===== config.mk =====
export PLATFORM = sky130hd
export DESIGN_NAME = lockstep_mode_ctrl
export DESIGN_NICKNAME = d
export VERILOG_FILES = /design/src/rtl/lockstep_mode_ctrl.sv
export SDC_FILE = /design/constraint.sdc
export NUM_CORES = 1
export LEC_CHECK = 0
export CAP_MARGIN = 20
export CORE_UTILIZATION = 48
export CTS_BUF_LIST = sky130_fd_sc_hd__clkbuf_16
export DETAILED_ROUTE_END_ITERATION = 6
export PLACE_DENSITY_LB_ADDON = 0.05
export SYNTH_ARGS = -nofsm -noshare
export SYNTH_HDL_FRONTEND = slang
export SYNTH_SLANG_ARGS = --single-unit

===== constraint.sdc =====
create_clock -name clk_i -period 2.07 [get_ports clk_i]
set_input_delay 0.414 -clock clk_i [delete_from_list [all_inputs] [get_ports clk_i]]
set_output_delay 0.414 -clock clk_i [all_outputs]
set_load 0.02 [all_outputs]

===== src/rtl/lockstep_mode_ctrl.sv =====
// lockstep_mode_ctrl: sequences safe entry/exit of lockstep mode by blocking and draining core TCDM traffic
// Ports:
//   clk_i, rst_ni                 clock, asynchronous active-low reset
//   cfg_req_i, cfg_mode_i         level mode-change request and requested mode (1 = lockstep)
//   cfg_ack_o                     one-cycle completion pulse (switch or abort)
//   cfg_clr_err_i                 clears the sticky timeout flag
//   core_req_i/gnt_i/rvalid_i     per-port TCDM handshake observed for outstanding tracking
//   req_block_o                   masks all core requests while switching
//   lockstep_mode_o               mode select for the lockstep unit
//   busy_o                        sequencer not idle
//   err_timeout_o                 sticky drain-timeout flag
//   drain_cycles_o                BLOCK+DRAIN cycles of the last completed switch (LOCKSTEP_CTRL_PERF_EN), else 0
module lockstep_mode_ctrl #(
  parameter int NB_CORES        = 8,
  parameter int MAX_OUTSTANDING = 4,
  parameter int TIMEOUT_CYCLES  = 1024
) (
  input  logic                clk_i,
  input  logic                rst_ni,
  input  logic                cfg_req_i,
  input  logic                cfg_mode_i,
  output logic                cfg_ack_o,
  input  logic                cfg_clr_err_i,
  input  logic [NB_CORES-1:0] core_req_i,
  input  logic [NB_CORES-1:0] core_gnt_i,
  input  logic [NB_CORES-1:0] core_rvalid_i,
  output logic                req_block_o,
  output logic                lockstep_mode_o,
  output logic                busy_o,
  output logic                err_timeout_o,
  output logic [15:0]         drain_cycles_o
);
  localparam int CW = $clog2(MAX_OUTSTANDING + 1);
  localparam int TW = $clog2(TIMEOUT_CYCLES + 1);
  typedef enum logic [2:0] {IDLE, BLOCK, DRAIN, SWITCH, ABORT, ACK} state_e;
  state_e state_q, state_d;
  logic [NB_CORES-1:0] pending;
  logic [TW-1:0] tcnt_q;
  logic tgt_q, all_idle, timeout;
  genvar i;
  generate
    for (i = 0; i < NB_CORES; i++) begin : g_cnt
      logic [CW-1:0] cnt_q;
      logic inc, dec;
      assign inc = core_req_i[i] & core_gnt_i[i];
      assign dec = core_rvalid_i[i];
      assign pending[i] = |cnt_q;
      always_ff @(posedge clk_i or negedge rst_ni)
        if (!rst_ni) cnt_q <= '0;
        else if (inc && !dec && cnt_q != CW'(MAX_OUTSTANDING)) cnt_q <= cnt_q + 1'b1;
        else if (dec && !inc && cnt_q != '0) cnt_q <= cnt_q - 1'b1;
    end
  endgenerate
  // a grant in the current cycle still creates an in-flight transaction
  assign all_idle = ~|pending && ~|(core_req_i & core_gnt_i);
  assign timeout = tcnt_q == TW'(TIMEOUT_CYCLES - 1);
  always_ff @(posedge clk_i or negedge rst_ni)
    if (!rst_ni) state_q <= IDLE;
    else state_q <= state_d;
  always_comb begin
    state_d = state_q;
    case (state_q)
      IDLE:          if (cfg_req_i) state_d = (cfg_mode_i == lockstep_mode_o) ? ACK : BLOCK;
      BLOCK:         state_d = DRAIN;
      DRAIN:         state_d = all_idle ? SWITCH : timeout ? ABORT : DRAIN;
      SWITCH, ABORT: state_d = ACK;
      default:       state_d = IDLE;
    endcase
  end
  always_comb begin
    busy_o      = state_q != IDLE;
    cfg_ack_o   = state_q == ACK;
    req_block_o = busy_o && !cfg_ack_o;
  end
  always_ff @(posedge clk_i or negedge rst_ni)
    if (!rst_ni) begin
      tgt_q           <= 1'b0;
      tcnt_q          <= '0;
      lockstep_mode_o <= 1'b0;
      err_timeout_o   <= 1'b0;
    end else begin
      if (state_q == IDLE && cfg_req_i) tgt_q <= cfg_mode_i;
      tcnt_q          <= state_q == BLOCK ? '0 : state_q == DRAIN ? tcnt_q + 1'b1 : tcnt_q;
      lockstep_mode_o <= state_q == SWITCH ? tgt_q : lockstep_mode_o;
      err_timeout_o   <= state_q == ABORT ? 1'b1 : cfg_clr_err_i ? 1'b0 : err_timeout_o;
    end
`ifdef LOCKSTEP_CTRL_PERF_EN
  logic [15:0] perf_q;
  always_ff @(posedge clk_i or negedge rst_ni)
    if (!rst_ni) begin
      perf_q         <= '0;
      drain_cycles_o <= '0;
    end else begin
      perf_q         <= (state_q == BLOCK || state_q == DRAIN) ? perf_q + {15'd0, perf_q != 16'hFFFF} :
                        state_q == IDLE ? '0 : perf_q;
      drain_cycles_o <= (state_q == SWITCH || state_q == ABORT) ? perf_q : drain_cycles_o;
    end
`else
  assign drain_cycles_o = '0;
`endif
endmodule

==> impl_metrics.prom <==
# TYPE chip_impl_metric gauge
chip_impl_metric{name="maxCapViolCount",unit=""} 0
chip_impl_metric{name="vias_cell",unit=""} 5.485
chip_impl_metric{name="clkPwrFrac",unit=""} 0.173
chip_impl_metric{name="p_comb_frac",unit=""} 0.483
chip_impl_metric{name="grt_first_pass_wirelength",unit="mm"} 10.28
chip_impl_metric{name="internal",unit="mW"} 2.611
chip_impl_metric{name="first_global_vias",unit=""} 2322
chip_impl_metric{name="instance_count_of_the_mapped_netlist",unit=""} 296
chip_impl_metric{name="cts.htree.levels",unit=""} 2
chip_impl_info{name="endpoint_kind",value="output port"} 1
chip_impl_info{name="dominantRegCellSynth",value="dfrtp_1"} 1
chip_impl_metric{name="clock.fmax",unit="MHz"} 500.3
chip_impl_metric{name="netSwitchingPower",unit="mW"} 1.705
chip_impl_metric{name="synth_top_area_share",unit=""} 0.3653
chip_impl_info{name="grt_setup_unrepaired",value="no"} 1
chip_impl_metric{name="final_worst_path_period_need",unit="ns"} 1.999
chip_impl_metric{name="measured_slew_at_the_worst_slew_check_pin",unit="ns"} 0.5426
chip_impl_metric{name="report.final.hold_viol_count",unit=""} 0
chip_impl_metric{name="die-width",unit="µm"} 78.50
chip_impl_info{name="yosys-top-cells-area",value="dfrtp_1 (37%), fa_1 (5.7%), xnor2_1 (4.7%)"} 1
chip_impl_metric{name="setup.reg_to_reg.worst_slack",unit="ns"} 0.09
chip_impl_metric{name="design.die.area",unit="µm²"} 6162
chip_impl_metric{name="drive_gt1_frac",unit=""} 0.2125
chip_impl_info{name="yosysTopAreaCell",value="dfrtp_1"} 1
chip_impl_metric{name="place_congestion",unit=""} 0.8483
chip_impl_metric{name="start_util",unit=""} 0.5039
chip_impl_metric{name="netSwitchingFraction",unit=""} 0.3951
chip_impl_metric{name="antenna_diode_count",unit=""} 0
chip_impl_metric{name="static_leak",unit="nW"} 1.555
chip_impl_info{name="worstSetupPathType",value="reg2out"} 1
chip_impl_metric{name="stdcell_area",unit="µm²"} 3610
chip_impl_metric{name="synthesis_warnings",unit=""} 0
chip_impl_metric{name="cts_buffer_depth",unit=""} 2
chip_impl_metric{name="timing.final.setup_violations",unit=""} 0
chip_impl_metric{name="grt_max_degree",unit=""} 42
chip_impl_metric{name="dr_total_vias",unit=""} 2408
chip_impl_metric{name="final_min_period_over_clock_period",unit=""} 0.9656
chip_impl_metric{name="drt_wl_total",unit="mm"} 5.857
chip_impl_metric{name="detail_route.iter0.violations",unit=""} 118
chip_impl_metric{name="dp_slack",unit="ns"} -0.3633
chip_impl_metric{name="route.detailed.wl_per_inst",unit="µm"} 13.34
chip_impl_metric{name="cts_hold_repair.buffers",unit=""} 0
chip_impl_metric{name="critical_path_peak_fanout",unit=""} 8
chip_impl_info{name="timing.critical_path.from_type",value="flop"} 1
chip_impl_metric{name="timing.critical_path.required",unit="ns"} 1.66
chip_impl_metric{name="synth-async-reset-ratio",unit=""} 1.000
chip_impl_metric{name="setup_total_negative_slack",unit="ns"} 0
chip_impl_metric{name="clk_transition_reported_paths",unit="ns"} 0.06
chip_impl_metric{name="clock-skew-final",unit="ns"} 0.005449
chip_impl_metric{name="clock_latency",unit="ns"} 0.28
chip_impl_metric{name="dr.pass1.iters",unit=""} 4
chip_impl_metric{name="syn_area",unit="µm²"} 2809
chip_impl_metric{name="final.hold.worst_slack",unit="ns"} 0.2036
chip_impl_metric{name="detail-route-antenna-nets",unit=""} 0
chip_impl_info{name="outcome",value="complete, no violations"} 1
chip_impl_info{name="most_instantiated_library_cell_after_synthesis",value="dfrtp_1"} 1
chip_impl_metric{name="final_net_count",unit=""} 404
chip_impl_metric{name="numPortBuffers",unit=""} 33
chip_impl_metric{name="placeable_area",unit="µm²"} 5574
chip_impl_metric{name="dpl.hpwl",unit="mm"} 4.390
chip_impl_metric{name="ys_seq_area_frac",unit=""} 0.3653
chip_impl_info{name="hold_class",value="in2async"} 1
chip_impl_metric{name="synth_edf_count",unit=""} 0
chip_impl_info{name="clock_tree.root_cell",value="clkbuf_16"} 1
chip_impl_metric{name="postSynthRegisterBits",unit=""} 41
chip_impl_metric{name="worst-endpoint-arrival",unit="ns"} 1.58
chip_impl_info{name="synth.cells.most_frequent",value="dfrtp_1 (41), nand2_1 (21), o21ai_0 (19)"} 1
chip_impl_metric{name="cts_inserted_buffers",unit=""} 5
chip_impl_metric{name="placed_cell_area",unit="µm²"} 3411
chip_impl_metric{name="cell_count_of_the_worst_reg_to_reg_path",unit=""} 6
chip_impl_metric{name="slew_headroom",unit=""} 0.6383
chip_impl_metric{name="pin_count",unit=""} 50
chip_impl_metric{name="syn_to_final_growth",unit="%"} 28.51
chip_impl_metric{name="track_usage",unit=""} 0.2102
chip_impl_metric{name="remaining_drc_errors",unit=""} 0
chip_impl_metric{name="gr-total-overflow",unit=""} 0
chip_impl_metric{name="yosys.cell_types.count",unit=""} 48
chip_impl_metric{name="synth_area_per_cell",unit="µm²"} 9.490
chip_impl_metric{name="timing.final.ws_setup",unit="ns"} 0.07126
chip_impl_metric{name="antenna_found_initial",unit=""} 0
chip_impl_metric{name="tritoncts_num_sinks",unit=""} 41
chip_impl_metric{name="chipHeight",unit="µm"} 78.50
chip_impl_info{name="cts_tree",value="done"} 1
chip_impl_metric{name="slew_viol_final",unit=""} 0
chip_impl_metric{name="placementRows",unit=""} 27
chip_impl_metric{name="irDropWorstVdd",unit="mV"} 0.7954
chip_impl_metric{name="pwr-share-seq",unit=""} 0.344
chip_impl_metric{name="power.density",unit="nW/µm²"} 1196
==> metrics by stage <==
stage	util	total power [mW]	cells
final	0.6476	4.316	439
after global routing	0.6476	4.682	439
after CTS	0.6395	4.291	438
after detailed placement	0.6119	3.512	430
after global placement	0.6119	3.445	430
after floorplan	-	2.796	311
==> power groups by stage <==
stage	combinational [mW]	clock, mW	sequential [mW]
after floorplan	1.30	0	1.50
final	2.08	0.749	1.48
after CTS	2.06	0.759	1.48
after detailed placement	2.03	0	1.48
after global placement	1.98	0	1.47
after global routing	2.36	0.786	1.54
==> cell families (layout without fill, tap and decap cells) <==
group                    count (synthesis)  count (layout)  synth area share
AO/OA/AOI/OAI                           81              81            0.1951
XOR/XNOR                                17              17           0.05301
adder cells (fa/ha/maj)                  9               9           0.06147
buffers and inverters                   39              95           0.07527
flip-flops                              41              41            0.3653
multiplexers                            11              11           0.04009
other                                    1              16          0.001335
AND/OR/NAND/NOR                         97              97            0.2085
==> cells in the final DEF, fill, tap and decap left out, types with 3 or more instances in the layout <==
master	instances
nor3b_1	3
and4_1	3
and3_1	3
buf_4	39
clkbuf_16	5
a211o_1	8
nand3_1	8
a21oi_1	18
o21a_1	3
nor2b_1	4
o211ai_1	6
mux2i_1	9
dfrtp_1	41
o21ai_0	18
a311oi_1	5
nand4_1	5
nand3b_1	6
clkdlybuf4s50_1	26
fa_2	5
or4b_2	7
fa_1	3
inv_1	16
nand2_1	20
or2_2	7
dlymetal6s2s_1	5
conb_1	16
nor2_1	13
xnor2_1	15
nor4_1	4
o311ai_0	6
==> sequential cells by signal (all words and copies together) (netlist names) <==
name and cells:
err_timeout_o 1, lockstep_mode_o 1, state_q 3, tcnt_q 11, tgt_q 1, g_cnt.cnt_q 24
==> metal layers <==
metal	up-vias	share of wire	track usage
li1	1205	-	-
met5	-	0	0
met3	4	0.031	0.03372
met2	42	0.49	0.3687
met1	1157	0.47	0.2662
met4	0	0.0082	0.05741
==> critical path: stages (launching register included) <==
cell	delay (ns)
dfrtp_1	0.46
nor3_2	0.26
inv_1	0.06
clkdlybuf4s50_1	0.53
==> worst paths after layout <==
| check | from | endpoint |
|---|---|---|
| max | state_q[0]$_DFFE_PN0P_ | busy_o |
| min | rst_ni | g_cnt[2].cnt_q[0]$_DFFE_PN0P_ |
| max reg2reg | g_cnt[1].cnt_q[1]$_DFFE_PN0P_ | g_cnt[1].cnt_q[2]$_DFFE_PN0P_ |
| min reg2reg | tcnt_q[10]$_DFFE_PN0P_ | tcnt_q[10]$_DFFE_PN0P_ |
| max in group asynchronous | rst_ni | g_cnt[3].cnt_q[0]$_DFFE_PN0P_ |
| min in group clk_i | tcnt_q[10]$_DFFE_PN0P_ | tcnt_q[10]$_DFFE_PN0P_ |
==> layout make-up <==
| class | count | area, µm² |
|---|---|---|
| tap | 72 | 90.09 |
| clock inverter | 3 | 13.76 |
| multi-input combinational | 231 | 1669 |
| clock buffer | 5 | 125.1 |
| inverter | 15 | 56.30 |
| fill | 472 | 1964 |
| timing repair buffer | 72 | 629.4 |
| sequential | 41 | 1026 |
==> what timing repair did <==
action,4_1_cts,5_1_grt
endpoints found under the hold margin,0,0
resized for setup,6,16
setup endpoints to repair,5,8
gates cloned,0,0
pin swaps,1,11
setup buffers,0,1
Note: power is estimated with default switching activity, not from simulation.
